`config.mk`:
```
export PLATFORM = sky130hd
export DESIGN_NAME = delay_reconfig_ctrl
export DESIGN_NICKNAME = d
export VERILOG_FILES = /design/src/rtl/delay_ctrl_pkg.sv /design/src/rtl/cycle_counter.sv /design/src/rtl/delay_reconfig_ctrl.sv
export SDC_FILE = /design/constraint.sdc
export NUM_CORES = 1
export LEC_CHECK = 0
export BUFFER_PORTS_ARGS = -buffer_cell sky130_fd_sc_hd__buf_2
export CELL_PAD_IN_SITES_DETAIL_PLACEMENT = 1
export CELL_PAD_IN_SITES_GLOBAL_PLACEMENT = 2
export CORE_AREA = 2 2 71 73
export CTS_BUF_LIST = sky130_fd_sc_hd__clkbuf_8
export DETAILED_ROUTE_END_ITERATION = 10
export DIE_AREA = 0 0 73 75
export PLACE_DENSITY_LB_ADDON = 0.08
export SYNTH_ARGS = -nofsm -noshare
export SYNTH_HDL_FRONTEND = slang
export SYNTH_SLANG_ARGS = --single-unit
```
`constraint.sdc`:
```
create_clock -name CLK -period 1.69 [get_ports CLK]
set_input_delay 0.507 -clock CLK [delete_from_list [all_inputs] [get_ports CLK]]
set_output_delay 0.507 -clock CLK [all_outputs]
set_load 0.03 [all_outputs]
```
`src/rtl/delay_ctrl_pkg.sv`:
```
// Shared types for the delay reconfiguration controller: FSM state encoding,
// the default delay word and the counter-width helper.
package delay_ctrl_pkg;

    localparam int DELAY_W_DEF = 7;

    typedef enum logic [1:0] {
        ST_FLUSH     = 2'd0,
        ST_WAIT_BUSY = 2'd1,
        ST_FILL      = 2'd2,
        ST_RUN       = 2'd3
    } state_t;

    typedef logic [DELAY_W_DEF-1:0] delay_t;

    // Bits needed to hold the largest of three terminal counts (at least 1).
    function automatic int cnt_width(input int a, input int b, input int c);
        int m;
        m = a;
        if (b > m) m = b;
        if (c > m) m = c;
        return (m < 1) ? 1 : $clog2(m + 1);
    endfunction

endpackage

```
`src/rtl/cycle_counter.sv`:
```
// Saturating up-counter with synchronous clear, count enable and a
// terminal-count flag against a caller-supplied terminal value.
module cycle_counter #(
    parameter int WIDTH = 6
) (
    input  logic             i_clk,
    input  logic             i_rst_n,
    input  logic             i_clr,
    input  logic             i_en,
    input  logic [WIDTH-1:0] i_term,
    output logic             o_tc
);

    logic [WIDTH-1:0] r_count;

    // Count register: clear wins over enable, and the value sticks at all-ones.
    always_ff @(posedge i_clk or negedge i_rst_n) begin
        if (!i_rst_n) begin
            r_count <= {WIDTH{1'b0}};
        end else if (i_clr) begin
            r_count <= {WIDTH{1'b0}};
        end else if (i_en && (r_count != {WIDTH{1'b1}})) begin
            r_count <= r_count + {{(WIDTH-1){1'b0}}, 1'b1};
        end else begin
            r_count <= r_count;
        end
    end

    assign o_tc = (r_count == i_term);

endmodule

```
`src/rtl/delay_reconfig_ctrl.sv`:
```
// Delay reconfiguration controller: FLUSH -> WAIT_BUSY -> FILL -> RUN.
// Define DELAY_CLAMP_EN to clamp out-of-range requests to MAX_DELAY instead of rejecting them.
module delay_reconfig_ctrl
    import delay_ctrl_pkg::*;
#(
    parameter int MAX_DELAY_CNT_WIDTH = DELAY_W_DEF,
    parameter int MAX_DELAY           = 31,
    parameter int INIT_DELAY          = 4,
    parameter int RST_CYCLES          = 10,
    parameter int BUSY_TIMEOUT        = 64
) (
    input  logic                           CLK,
    input  logic                           RESETN,
    input  logic [MAX_DELAY_CNT_WIDTH-1:0] REQ_DELAY,
    input  logic                           REQ_VALID,
    output logic                           REQ_READY,
    input  logic                           FIFO_RST_BUSY,
    output logic [MAX_DELAY_CNT_WIDTH-1:0] DELAY,
    output logic                           LOCAL_RESETN,
    output logic                           DELAY_VALID,
    output logic                           ERR,
    output logic                           CLAMPED
);

    localparam int CNT_W = cnt_width(RST_CYCLES - 1, BUSY_TIMEOUT - 1, MAX_DELAY);

    state_t                           r_state;
    state_t                           w_state_nxt;
    logic [MAX_DELAY_CNT_WIDTH-1:0]   r_delay;
    logic [MAX_DELAY_CNT_WIDTH-1:0]   w_delay_nxt;
    logic                             r_local_resetn;
    logic                             r_delay_valid;
    logic                             r_req_ready;
    logic                             r_err;
    logic                             r_clamped;
    logic                             w_err_set;
    logic                             w_clamp;
    logic                             w_oor;
    logic                             w_cnt_clr;
    logic                             w_cnt_en;
    logic [CNT_W-1:0]                 w_term;
    logic                             w_tc;

    assign w_oor = (REQ_DELAY > MAX_DELAY_CNT_WIDTH'(MAX_DELAY));

    cycle_counter #(.WIDTH(CNT_W)) u_cycle_counter (
        .i_clk   (CLK),
        .i_rst_n (RESETN),
        .i_clr   (w_cnt_clr),
        .i_en    (w_cnt_en),
        .i_term  (w_term),
        .o_tc    (w_tc)
    );

    // Next-state logic; every state transition clears the shared counter.
    always_comb begin
        w_state_nxt = r_state;
        w_delay_nxt = r_delay;
        w_err_set   = 1'b0;
        w_clamp     = 1'b0;
        w_cnt_clr   = 1'b0;
        w_cnt_en    = 1'b0;
        w_term      = {CNT_W{1'b0}};
        case (r_state)
            ST_FLUSH: begin
                w_term = CNT_W'(RST_CYCLES - 1);
                if (w_tc) begin
                    w_state_nxt = ST_WAIT_BUSY;
                    w_cnt_clr   = 1'b1;
                end else begin
                    w_cnt_en = 1'b1;
                end
            end
            ST_WAIT_BUSY: begin
                w_term = CNT_W'(BUSY_TIMEOUT - 1);
                if (!FIFO_RST_BUSY) begin
                    w_state_nxt = ST_FILL;
                    w_cnt_clr   = 1'b1;
                end else if (w_tc) begin
                    w_state_nxt = ST_FLUSH;
                    w_err_set   = 1'b1;
                    w_cnt_clr   = 1'b1;
                end else begin
                    w_cnt_en = 1'b1;
                end
            end
            ST_FILL: begin
                w_term = CNT_W'(r_delay);
                if (w_tc) begin
                    w_state_nxt = ST_RUN;
                    w_cnt_clr   = 1'b1;
                end else begin
                    w_cnt_en = 1'b1;
                end
            end
            ST_RUN: begin
                if (REQ_VALID) begin
                    if (w_oor) begin
`ifdef DELAY_CLAMP_EN
                        w_delay_nxt = MAX_DELAY_CNT_WIDTH'(MAX_DELAY);
                        w_clamp     = 1'b1;
                        w_state_nxt = ST_FLUSH;
                        w_cnt_clr   = 1'b1;
`else
                        w_err_set   = 1'b1;
`endif
                    end else begin
                        w_delay_nxt = REQ_DELAY;
                        w_state_nxt = ST_FLUSH;
                        w_cnt_clr   = 1'b1;
                    end
                end else begin
                    w_state_nxt = ST_RUN;
                end
            end
            default: begin
                w_state_nxt = ST_FLUSH;
                w_cnt_clr   = 1'b1;
            end
        endcase
    end

    // State and outputs registered together so outputs track the state they describe.
    always_ff @(posedge CLK or negedge RESETN) begin
        if (!RESETN) begin
            r_state        <= ST_FLUSH;
            r_delay        <= MAX_DELAY_CNT_WIDTH'(INIT_DELAY);
            r_local_resetn <= 1'b0;
            r_delay_valid  <= 1'b0;
            r_req_ready    <= 1'b0;
            r_err          <= 1'b0;
            r_clamped      <= 1'b0;
        end else begin
            r_state        <= w_state_nxt;
            r_delay        <= w_delay_nxt;
            r_local_resetn <= (w_state_nxt != ST_FLUSH);
            r_delay_valid  <= (w_state_nxt == ST_RUN);
            r_req_ready    <= (w_state_nxt == ST_RUN);
            r_err          <= r_err | w_err_set;
            r_clamped      <= w_clamp;
        end
    end

    assign DELAY        = r_delay;
    assign LOCAL_RESETN = r_local_resetn;
    assign DELAY_VALID  = r_delay_valid;
    assign REQ_READY    = r_req_ready;
    assign ERR          = r_err;
    assign CLAMPED      = r_clamped;

endmodule

```
==> reports/results.tsv <==
metric	value	unit
Synth top cells by count	dfrtp_1 (17), nand2_1 (10), nor2_1 (8)	
P_leak	0.000725	uW
Seq/Total Area, Yosys	0.398	
Max clock buf depth	2	
Via density	4.76	
status	finished with violations	
Post-Syn Instances	116	
I/O pin cnt	23	
count of clock tree sinks	18	
clock share of power	0.106	
largest net degree at the start of global routing	19	
GR Util All Layers	0.129	
CP endpoint kind	register	
Placer Congestion	0.773	
RSZ-0062 raised after global routing	true	
ant diodes	0	
mean post-synth cell area	9.78	sq um
CTS buffer count	3	
YS warnings	0	
GRT Residual Overflow	0	
clock period minus worst slack	1.82	ns
number of synthesized flops with an enable pin	0	
drt drc	0	
first-pass GRT wire length	5.34	mm
clock slew at reported path FFs	0.08	ns
Peak Freq	550	MHz
sequential share of power	0.275	
worst vdd ir	0.604	mV
skew final	0.00587	ns
CTS Root Cell	clkbuf_8	
count leader, synth	dfrtp_1	
pwr/cell area	1960	nW/um^2
area of the core	4660	sq um
Starting Density	0.243	
antenna-violating nets left	0	
# H-tree levels	1	
synth unique cells	44	
Slew Limit Fails	0	
Comb power frac	0.619	
PortBufs	21	
crit path launch type	register	
initial antenna violation count	0	
Final setup viols	8	
CP Data Required Time	1.84	ns
reg2reg start	DELAY[2]	
latest clock arrival within the worst-skew pair	0.26	ns
failing checks	negative setup slack	
Synth Flop Type	dfrtp_1	
layout cell share with drive strength beyond 1	0.481	
WL per Instance	14.7	um
CP Class	reg -> reg	
internal power	1740	uW
CTS Hold Bufs	0	
Final WS setup	-0.127	ns
Reg2Reg Depth	6	
DRT Pass-1 Iters	3	
Switching Share	0.434	
Hold WC Path Type	in -> async	
worst reg2reg endpoint	ERR	
Die W	73	um
placement row count	25	
Fin Hold WS	0.185	ns
DIE HEIGHT	75	um
fin crit share	1.08	
detailed-route via count	1018	
ranking of synthesized cells by area	dfrtp_1 (37%), mux2_2 (5.0%), nand2_1 (3.3%)	
die area	5480	sq um
area share of the largest cell type after synthesis	0.375	
Crit path arrival time	1.96	ns
Setup TNS	-0.501	ns
Yosys top cell by area	dfrtp_1	
synthesized flop and latch total	18	
Iteration-0 DRC Markers	31	
MaxCap Viol Count	0	
synthesized area	1130	sq um
CTS tree	done	
endpoints failing hold	0	
internal reg-to-reg setup slack	-0.13	ns
DPL Wire Length	2.35	mm
Net Sw Power	1340	uW
Syn Nets	128	
final wirelength	3.15	mm
Final Power	3080	uW
ys async rst share	1.00	
synthesis-to-layout area growth	38.6	%
# nets final	173	
vias in the first global route	1129	
CP Max Fanout	5	
[cells in the final DEF, fill, tap and decap left out, types with 4 or more instances in the layout]
master,netlist,final
xnor2_1,4,4
mux2_2,5,5
nor2_1,8,7
buf_2,4,20
buf_4,2,28
nand3_1,7,5
dfrtp_1,17,15
nand2_1,10,10
[worst max path at each step]
stage	start	endpoint	slack (ns)
6_report	DELAY[2]	ERR	-0.13
5_1_grt	u_cycle_counter.r_count[1]	u_cycle_counter.r_count[3]	-0.24
4_1_cts	DELAY[2]	ERR	-0.16
3_5_place_dp	DELAY[2]	ERR	-0.16
3_3_place_gp	u_cycle_counter.r_count[2]	ERR	-0.11
2_1_floorplan	DELAY[2]	ERR	-0.19
[worst max-delay path: stages (launching register included)]
cell and delay [ns]:
dfstp_2 0.56, o21bai_1 0.08, a22o_1 0.22, o32ai_2 0.23, nand3b_4 0.22, nor2_2 0.06
or3_1 0.34
[cell type report]
| cell class | count | area (sq um) |
|---|---|---|
| clock buffer | 3 | 41.3 |
| clock inverter | 1 | 3.75 |
| fill | 546 | 3090 |
| inverter | 1 | 3.75 |
| multi-input combinational | 87 | 669 |
| sequential | 18 | 454 |
| tap | 54 | 67.6 |
| timing repair buffer | 50 | 333 |
[sequential cells by signal (all words and copies together) (netlist names)]
register                 count
LOCAL_RESETN                 1
u_cycle_counter.r_count      6
DELAY                        7
ERR                          1
r_state                      2
REQ_READY                    1
[layer usage]
layer  up-vias  routed length, um  track usage
met2        16               1530        0.227
li1        509                  -            -
met5         -                  0            0
met3         4                104       0.0321
met1       489               1480        0.155
met4         0                 34       0.0370
[power groups by stage]
stage | registers, uW | clock network (uW) | logic (uW)
floorplan | 906 | 0 | 991
global placement | 831 | 0 | 1680
detailed placement | 849 | 0 | 1690
CTS | 847 | 341 | 1850
global route | 883 | 363 | 2080
finish | 846 | 325 | 1900
[timing repair]
action,in CTS,in global routing
resized for setup,12,9
buffers inserted,2,1
endpoints found under the setup margin,9,10
pin swaps,3,2
[kinds of logic (layout without fill, tap and decap cells)]
logic type               Yosys count  count (layout)  synth area share
AND/OR/NAND/NOR                   49              49             0.255
flip-flops                        18              18             0.398
AO/OA/AOI/OAI                     26              26             0.174
other                              1               1           0.00330
multiplexers                       6               6            0.0595
XOR/XNOR                           4               4            0.0309
adder cells (fa/ha/maj)            1               1            0.0110
buffers and inverters             11              55            0.0683
[metrics by stage]
| step | cells | cell area [sq um] | worst slack, ns | utilization |
|---|---|---|---|---|
| global placement | 208 | 1440 | -0.114 | 0.308 |
| global route | 214 | 1570 | -0.236 | 0.337 |
| detailed placement | 208 | 1440 | -0.159 | 0.308 |
| finish | 214 | 1570 | -0.127 | 0.337 |
| floorplan | 116 | 1130 | -0.189 | - |
| CTS | 213 | 1540 | -0.162 | 0.330 |
(Power assumes the default switching activity.)
